**src/rtl/dot_product_scheduler.sv**
```systemverilog
// Credit-limited column scheduler for a pipelined dot-product tree: issues J-column reads,
// tags tree results with their column index, buffers them in a FIFO and accumulates popped results.
module dot_product_scheduler #(
   parameter int MAX_COLS   = 256,
   parameter int RES_W      = 13,
   parameter int FIFO_DEPTH = 4,
   parameter int COL_W      = $clog2(MAX_COLS + 1),
   parameter int ACC_W      = RES_W + $clog2(MAX_COLS)
) (
   input  logic             clk,
   input  logic             rst_n,
   input  logic             job_start_i,
   input  logic [COL_W-1:0] num_cols_i,
   output logic             busy_o,
   output logic             done_o,
   output logic             mem_rd_en_o,
   output logic [COL_W-1:0] mem_addr_o,
   input  logic             mem_rvalid_i,
   output logic             tree_start_o,
   input  logic             tree_start_i,
   input  logic [RES_W-1:0] tree_dot_i,
   output logic             res_valid_o,
   input  logic             res_ready_i,
   output logic [RES_W-1:0] res_data_o,
   output logic [COL_W-1:0] res_idx_o,
   output logic [ACC_W-1:0] acc_o
);

   localparam int PTR_W = $clog2(FIFO_DEPTH);

   localparam logic [1:0] S_IDLE  = 2'd0;
   localparam logic [1:0] S_ISSUE = 2'd1;
   localparam logic [1:0] S_DRAIN = 2'd2;
   localparam logic [1:0] S_DONE  = 2'd3;

   localparam logic [COL_W-1:0] DEPTH_C = COL_W'(FIFO_DEPTH);
   localparam logic [PTR_W:0]   FULL_C  = (PTR_W + 1)'(FIFO_DEPTH);

   logic [1:0]       r_state;
   logic [COL_W-1:0] r_num_cols;
   logic [COL_W-1:0] r_issue_cnt;
   logic [COL_W-1:0] r_ret_cnt;
   logic [COL_W-1:0] r_pop_cnt;
   logic [ACC_W-1:0] r_acc;
   logic [RES_W-1:0] r_fifo_data [FIFO_DEPTH];
   logic [COL_W-1:0] r_fifo_idx  [FIFO_DEPTH];
   logic [PTR_W-1:0] r_wr_ptr;
   logic [PTR_W-1:0] r_rd_ptr;
   logic [PTR_W:0]   r_count;

   logic [1:0]       w_state_nxt;
   logic             w_active;
   logic             w_start;
   logic [COL_W-1:0] w_outstanding;
   logic             w_rd_en;
   logic             w_full;
   logic             w_empty;
   logic             w_pop;
   logic             w_push_req;
   logic             w_push;
   logic             w_cnt_pop;
   logic [COL_W-1:0] w_pop_cnt_nxt;
   logic [ACC_W-1:0] w_head_ext;

   assign w_active      = (r_state == S_ISSUE) || (r_state == S_DRAIN);
   assign w_start       = (r_state == S_IDLE) && job_start_i;
   // In-flight reads count against the credit, so the tree can never overrun the FIFO.
   assign w_outstanding = r_issue_cnt - r_pop_cnt;
   assign w_rd_en       = (r_state == S_ISSUE) && (w_outstanding < DEPTH_C) && (r_issue_cnt < r_num_cols);
   assign w_full        = (r_count == FULL_C);
   assign w_empty       = (r_count == {(PTR_W + 1){1'b0}});
   assign w_pop         = !w_empty && res_ready_i;
   assign w_push_req    = tree_start_i && w_active;
   assign w_push        = w_push_req && (!w_full || w_pop);
   assign w_cnt_pop     = w_pop && w_active;
   assign w_pop_cnt_nxt = r_pop_cnt + {{(COL_W - 1){1'b0}}, w_cnt_pop};
   assign w_head_ext    = {{(ACC_W - RES_W){r_fifo_data[r_rd_ptr][RES_W-1]}}, r_fifo_data[r_rd_ptr]};

   // Job sequencing; DONE is entered on the edge of the final pop so done_o follows it by one cycle.
   always_comb begin
      w_state_nxt = r_state;
      case (r_state)
         S_IDLE: begin
            if (job_start_i) begin
               w_state_nxt = (num_cols_i != {COL_W{1'b0}}) ? S_ISSUE : S_DONE;
            end else begin
               w_state_nxt = S_IDLE;
            end
         end
         S_ISSUE: begin
            if (r_issue_cnt == r_num_cols) begin
               w_state_nxt = S_DRAIN;
            end else begin
               w_state_nxt = S_ISSUE;
            end
         end
         S_DRAIN: begin
            if (w_pop_cnt_nxt == r_num_cols) begin
               w_state_nxt = S_DONE;
            end else begin
               w_state_nxt = S_DRAIN;
            end
         end
         S_DONE:  w_state_nxt = S_IDLE;
         default: w_state_nxt = S_IDLE;
      endcase
   end

   // State, job counters and the running sum of popped results.
   always_ff @(posedge clk or negedge rst_n) begin
      if (!rst_n) begin
         r_state     <= S_IDLE;
         r_num_cols  <= {COL_W{1'b0}};
         r_issue_cnt <= {COL_W{1'b0}};
         r_ret_cnt   <= {COL_W{1'b0}};
         r_pop_cnt   <= {COL_W{1'b0}};
         r_acc       <= {ACC_W{1'b0}};
      end else begin
         r_state <= w_state_nxt;
         if (w_start) begin
            r_num_cols  <= num_cols_i;
            r_issue_cnt <= {COL_W{1'b0}};
            r_ret_cnt   <= {COL_W{1'b0}};
            r_pop_cnt   <= {COL_W{1'b0}};
            r_acc       <= {ACC_W{1'b0}};
         end else begin
            if (w_rd_en) begin
               r_issue_cnt <= r_issue_cnt + COL_W'(1'b1);
            end
            if (w_push_req) begin
               r_ret_cnt <= r_ret_cnt + COL_W'(1'b1);
            end
            if (w_cnt_pop) begin
               r_pop_cnt <= w_pop_cnt_nxt;
               r_acc     <= r_acc + w_head_ext;
            end
         end
      end
   end

   // Result FIFO; a push into a full FIFO is only honoured when a pop frees the slot that same edge.
   always_ff @(posedge clk or negedge rst_n) begin
      if (!rst_n) begin
         for (int i = 0; i < FIFO_DEPTH; i++) begin
            r_fifo_data[i] <= {RES_W{1'b0}};
            r_fifo_idx[i]  <= {COL_W{1'b0}};
         end
         r_wr_ptr <= {PTR_W{1'b0}};
         r_rd_ptr <= {PTR_W{1'b0}};
         r_count  <= {(PTR_W + 1){1'b0}};
      end else begin
         if (w_push) begin
            r_fifo_data[r_wr_ptr] <= tree_dot_i;
            r_fifo_idx[r_wr_ptr]  <= r_ret_cnt;
            r_wr_ptr              <= r_wr_ptr + PTR_W'(1'b1);
         end
         if (w_pop) begin
            r_rd_ptr <= r_rd_ptr + PTR_W'(1'b1);
         end
         case ({w_push, w_pop})
            2'b10:   r_count <= r_count + (PTR_W + 1)'(1'b1);
            2'b01:   r_count <= r_count - (PTR_W + 1)'(1'b1);
            default: r_count <= r_count;
         endcase
      end
   end

   assign busy_o       = (r_state != S_IDLE);
   assign done_o       = (r_state == S_DONE);
   assign mem_rd_en_o  = w_rd_en;
   assign mem_addr_o   = r_issue_cnt;
   assign tree_start_o = mem_rvalid_i && busy_o;
   assign res_valid_o  = !w_empty;
   assign res_data_o   = r_fifo_data[r_rd_ptr];
   assign res_idx_o    = r_fifo_idx[r_rd_ptr];
   assign acc_o        = r_acc;

   dot_product_scheduler_chk u_chk (
      .clk          (clk),
      .rst_n        (rst_n),
      .idle_i       (r_state == S_IDLE),
      .push_req_i   (w_push_req),
      .full_i       (w_full),
      .pop_i        (w_pop),
      .mem_rvalid_i (mem_rvalid_i)
   );

endmodule

// Protocol checks: the credit scheme must never overrun the FIFO, and memory must stay quiet while idle.
module dot_product_scheduler_chk (
   input logic clk,
   input logic rst_n,
   input logic idle_i,
   input logic push_req_i,
   input logic full_i,
   input logic pop_i,
   input logic mem_rvalid_i
);

   a_no_overflow: assert property (@(posedge clk) disable iff (!rst_n) !(push_req_i && full_i && !pop_i));
   a_no_idle_rvalid: assert property (@(posedge clk) disable iff (!rst_n) !(idle_i && mem_rvalid_i));

endmodule

```
**config.mk**
```make
export PLATFORM = sky130hd
export DESIGN_NAME = dot_product_scheduler
export DESIGN_NICKNAME = d
export VERILOG_FILES = /design/src/rtl/dot_product_scheduler.sv
export SDC_FILE = /design/constraint.sdc
export NUM_CORES = 1
export LEC_CHECK = 0
export ABC_AREA = 1
export BUFFER_PORTS_ARGS = -buffer_cell sky130_fd_sc_hd__buf_2
export CAP_MARGIN = 25
export CORE_ASPECT_RATIO = 0.8
export CORE_MARGIN = 2
export CORE_UTILIZATION = 65
export CTS_BUF_LIST = sky130_fd_sc_hd__clkbuf_16
export CTS_CLUSTER_DIAMETER = 150
export DETAILED_ROUTE_END_ITERATION = 10
export PLACE_DENSITY = 0.86
export SYNTH_ARGS = -nofsm -noshare
export SYNTH_HDL_FRONTEND = slang
export SYNTH_HIERARCHICAL = 1
export SYNTH_SLANG_ARGS = --single-unit
```
**constraint.sdc**
```tcl
create_clock -name clk -period 6.4 [get_ports clk]
set_input_delay 1.28 -clock clk [delete_from_list [all_inputs] [get_ports clk]]
set_output_delay 1.28 -clock clk [all_outputs]
set_load 0.02 [all_outputs]
```
==> After elaboration in Yosys (flattened, before gate mapping) <==
Index checks and enable logic that the tools add are counted.
{ "totals": {"word_cells": 88, "register_bits": 154, "output_inout_bits": 57, "input_bits": 28} }
{ "op_classes": {"n_addsub": 9, "n_lt_le_gt_ge": 5, "bitwise": 2, "n_reduce_logical": 21, "muxes": 26, "n_eq_ne": 8} }
{ "op_table": {"columns": ["cell", "count"], "rows": [
  ["two-way mux 9 bit", 9],
  ["bitwise mux 52 bit", 1],
  ["two-way mux 21 bit", 2],
  ["two-way mux 13 bit", 3],
  ["bitwise mux 36 bit", 1],
  ["binary-select mux 13 bit (select 2 bit)", 1],
  ["demux 13 bit (select 2 bit)", 1],
  ["adder 21 bit", 1],
  ["adder 9 x 1 -> 9 bit, second input constant", 2],
  ["binary-select mux 9 bit (select 2 bit)", 1],
  ["demux 9 bit (select 2 bit)", 1],
  ["== test 9 bit", 2],
  ["nonzero test 2 bit", 5],
  ["adder 9 x 1 -> 9 bit", 1],
  ["logical AND 1 bit", 9],
  ["less-than comparator 9 x 3 -> 1 bit, second input constant", 1],
  ["less-than comparator 9 bit", 1],
  ["nonzero test 9 bit", 1],
  ["subtractor 9 bit", 1],
  ["case mux 2 bit (4 select lines)", 1],
  ["== test 2 bit, second input constant", 3],
  [">= comparator 3 bit, second input constant", 2],
  ["two-way mux 2 bit", 3],
  ["inverter 2 -> 3 bit", 2],
  ["other kinds (12)", 16]
]} }

==> Longest topological paths before layout <==
{ "logic_depth": {"word_depth": 8, "depth_mapped": 20} }

==> Worst setup path after synthesis <==
No wires, ideal clock.
{ "synth_path": {"path_type": "register to output", "start": "reg r_issue_cnt[4], in the netlist mem_addr_o[4]", "end": "out mem_rd_en_o", "setup_slack_ns": 3.203, "stages_incl_launch_ff": 11, "path_buffers": 0, "arrival_time_ns": 1.917, "t_required_ns": 5.120, "path_cell_list": "dfrtp_1 ha_1 a21oi_1 nor2_1 nor2_1 nand2_1 nand2_1 nand2_2 nor2_8 nand3_4 inv_1"} }
{ "synth_via": {"elab_chain_cells": 4, "elab_cells_between_ends": 5, "classes_between": "add/sub (1); order compare (2); reduce/logical (2)"} }
{ "synth_lines": {"columns": ["element", "line", "text"], "rows": [
  ["start, declared", "41", "logic [COL_W-1:0] r_issue_cnt;"],
  ["start signal, assigned", "114", "r_issue_cnt <= {COL_W{1'b0}};"],
  ["start signal, assigned", "122", "r_issue_cnt <= {COL_W{1'b0}};"],
  ["start signal, assigned", "128", "r_issue_cnt <= r_issue_cnt + COL_W'(1'b1);"],
  ["subtractor 9 bit", "68", "assign w_outstanding = r_issue_cnt - r_pop_cnt;"],
  ["less-than comparator 9 x 3 -> 1 bit", "69", "assign w_rd_en = (r_state == S_ISSUE) && (w_outstanding < DEPTH_C) && (r_issue_cnt < r_num_cols);"],
  ["logical AND 1 bit", "69", null],
  ["logical AND 1 bit *", "69", null],
  ["end, declared", "16", "output logic mem_rd_en_o,"]
]} }
Every way passes the cells marked *; elsewhere a longest branch is shown, timed or not.

==> Worst setup path in the final report <==
{ "layout_path": {"start": "reg r_pop_cnt[4]", "end": "out mem_rd_en_o"} }
{ "layout_via": {"elab_chain_cells": 4} }
{ "layout_lines": {"columns": ["element", "line", "text"], "rows": [
  ["start, declared", "43", "logic [COL_W-1:0] r_pop_cnt;"],
  ["start signal, assigned", "116", "r_pop_cnt <= {COL_W{1'b0}};"],
  ["start signal, assigned", "124", "r_pop_cnt <= {COL_W{1'b0}};"],
  ["start signal, assigned", "134", "r_pop_cnt <= w_pop_cnt_nxt;"],
  ["subtractor 9 bit", "68", null],
  ["less-than comparator 9 x 3 -> 1 bit", "69", null],
  ["logical AND 1 bit (2 in series)", "69", null]
]} }
Every way passes these cells.

==> flow_metrics.env <==
export IMPL_crit_family="simple AND/OR/NAND/NOR gates"
export IMPL_grt_util_met2_pct=51.7
export IMPL_min_from="r_fifo_data[13]"
export IMPL_cts_resized=0
export IMPL_via_per_inst=5.89
export IMPL_hold_buffers=0
export IMPL_yosys_warnings=6
export IMPL_max_slew_margin_pct=38.3
export IMPL_layout_commonest_cell="nand2_1"
export IMPL_worstPathArrival_ps=2620
export IMPL_synth_seq_area_share_pct=42.9
export IMPL_detailroute_via_count=7908
export IMPL_hold_viol_final=0
export IMPL_crit_required_ps=5120
export IMPL_r2r_start="r_rd_ptr[0]"
export IMPL_grt_util_met1_pct=41.2
export IMPL_yosysTopAreaCellShare_pct=42.9
export IMPL_gp_congestion=0.945
export IMPL_status="complete, no violations"
export IMPL_port_buffers=84
export IMPL_setup_viol=0
export IMPL_min_path_type="flip-flop to flip-flop"
export IMPL_crit_type="flip-flop to output port"
export IMPL_cap_violations=0
export IMPL_drc_errors=0
export IMPL_finalPower_mw=5.34
export IMPL_timing_rr_end="acc_o[16]"
export IMPL_ctsLongestPathBuffers=2
export IMPL_dpl_instance_area_um2=9520
export IMPL_slowest_delay_ps=450
export IMPL_final_cell_area_um2=10100
export IMPL_powerDensity_nw_per_um2=529
export IMPL_place_hpwl_um=14700
export IMPL_clkLatencyLatePin_ps=430
export IMPL_critPathCaptureType="output port"
export IMPL_clkTransAtPathRegs_ps=60
export IMPL_cts_htree_levels=4
export IMPL_ios=85
export IMPL_path_depth=12
export IMPL_cts_sinks=154
export IMPL_final_cell_mix="nand2_1 (242), dfrtp_1 (154), inv_1 (105), nor2_1 (97), buf_2 (83)"
export IMPL_synthFlopType="dfrtp_1"
export IMPL_synth_edf_count=0
export IMPL_ant_nets=0
export IMPL_row_count=38
export IMPL_skew_ps=8.74
export IMPL_holdPathEnd="r_fifo_data[13]"
export IMPL_rsz0062_at_grt="false"
export IMPL_wl_per_cell_um=16.2
export IMPL_grt_use_total_pct=31.5
export IMPL_timing_fmax_ghz=0.256
export IMPL_area_growth_pct=12.4
export IMPL_core_area_um2=13600
export IMPL_startpoint_type="flip-flop"
export IMPL_utilization_pct=74.6
export IMPL_tightestPinTransition_ps=923
export IMPL_fp_dieH_um=109
export IMPL_cp_num_buf_inv=3
export IMPL_gr_total_overflow=0
export IMPL_leakage_nw=5.16
export IMPL_globalRouteMet3Util_pct=6.56
export IMPL_antenna_cells=0
export IMPL_ff2ff_path_depth=15
export IMPL_initial_utilization_pct=66.3
export IMPL_holdPathStages=1
export IMPL_post_synth_cell_area_avg_um2=8.38
export IMPL_yosysTopAreaCell="dfrtp_1"
export IMPL_antenna_found_initial=0
export IMPL_syn_nets=1153
export IMPL_grt_max_degree=107
export IMPL_grt_busiest_layer="met2"
export IMPL_instances_no_fill=1343
export IMPL_cts_setup_buffers=0
export IMPL_grt_pass1_wl_um=36200
export IMPL_drt_iter0_drc=535
export IMPL_syn_area_um2=8990
export IMPL_crit_path_top_delay_cell="dfrtp_1"
export IMPL_ys_seq_elements=154
export IMPL_postSynthCellCount=1073
export IMPL_wl_um=21800
export IMPL_slew_violations=0
export IMPL_die_w_um=135
export IMPL_synth_area_leaders="dfrtp_1 (43%), nand2_1 (10%), ha_1 (7.0%)"
export IMPL_ir_drop_uv=386
export IMPL_drt_pass1_iterations=5
export IMPL_clockRootBuffer="clkbuf_16"
export IMPL_rrSetupSlack_ps=2800
export IMPL_ys_types=44
export IMPL_drive_gt1_share_pct=14.6
export IMPL_cts_tree="yes"
export IMPL_period_minus_slack_ps=3900
export IMPL_worstPathMaxFanout=10
export IMPL_cts_buffers=17
export IMPL_crit_path_cell_trace="inv_1 -> ha_1 -> a21oi_1 -> nor2_1 -> nor2_1 -> nand2_1 -> nand2_1 -> nand2_2 -> nor2_8 -> nand3_4 -> inv_1 -> buf_2"
export IMPL_setup_tns_final_ps=0
export IMPL_die_area_um2=14800
export IMPL_fin_crit_sh_pct=61.0
export IMPL_async_flop_share_pct=100
export IMPL_dp_cells=1310
export IMPL_nets=1230
export IMPL_grt_pass1_vias=7693
[sequential cells by signal, indices dropped and copies added, names as in the netlist]
name         count
r_count          3
r_fifo_idx      36
r_fifo_data     52
r_num_cols       9
acc_o           21
r_pop_cnt        9
r_ret_cnt        9
r_state          2
r_wr_ptr         2
mem_addr_o       9
r_rd_ptr         2
[logic make-up after synthesis]
logic type	Yosys count	share of synthesized area, %
AO/OA/AOI/OAI	205	13.3
XOR/XNOR	22	2.14
adder cells (fa/ha/maj)	52	7.41
buffers and inverters	141	6.44
flip-flops	154	42.9
multiplexers	53	6.64
AND/OR/NAND/NOR	446	21.1
[worst reg2reg max path: stages, from the launching register on]
cell and delay [ps]:
dfrtp_1 360, buf_4 280, inv_1 110, buf_4 390
nand2_1 180, a32oi_1 400, inv_1 120, fa_1 500
o21ai_1 310, a21boi_1 130, o21ai_1 310, nand2_1 130
nand2_1 90, nand2_1 50, nand3_1 60, nand2_1 60
[worst max-delay path by stage]
stage / start / to / slack, ps
after global routing: r_pop_cnt[4] / mem_rd_en_o / 2310
after CTS: r_pop_cnt[4] / mem_rd_en_o / 2510
after global placement: job_start_i / acc_o[9] / 2720
after floorplan: mem_addr_o[4] / mem_rd_en_o / 3200
after detailed placement: job_start_i / acc_o[9] / 2580
final: r_pop_cnt[4] / mem_rd_en_o / 2500
[report_power, final]
part	leakage [nW]	internal, mW	switching (mW)
combinational	2.94	0.975	1.81
sequential	1.94	1.36	0.227
clock	0.280	0.566	0.403
total	5.16	2.90	2.44
[synthesized netlist by cell type, types with 4 or more instances]
cell type / n
o21ai_0: 79
mux2_2: 29
xnor2_1: 5
nand3_1: 51
nand2_1: 242
buf_4: 10
buf_1: 4
nand4_1: 15
clkbuf_1: 12
o21ai_1: 9
nand3b_1: 5
dfrtp_1: 154
xor2_1: 17
mux2_1: 24
a21oi_1: 41
nand2_2: 9
o21a_1: 32
nor2_1: 97
nor3_1: 15
buf_2: 7
nor2_2: 5
o22ai_1: 28
inv_1: 103
ha_1: 50
inv_2: 4
[stage by stage]
stage	hold WS [ps]	setup slack (ps)
after global placement	463	2720
final	480	2500
after detailed placement	470	2580
after global routing	493	2310
after CTS	483	2510
after floorplan	452	3200
[area by class of cell]
class	count	area (um2)
Multi-Input combinational cell	778	4560
Sequential cell	154	3850
Fill cell	977	3450
Timing Repair Buffer	92	507
Clock buffer	17	425
Inverter	107	402
Tap cell	180	225
Clock inverter	15	135
[per-layer routing]
layer | vias to the layer above | share of wire [%]
met5 | - | 0
met1 | 3804 | 44
met2 | 306 | 47
met4 | 0 | 2.8
met3 | 63 | 6.4
li1 | 3735 | -
Note: power is estimated with default switching activity, not from simulation.
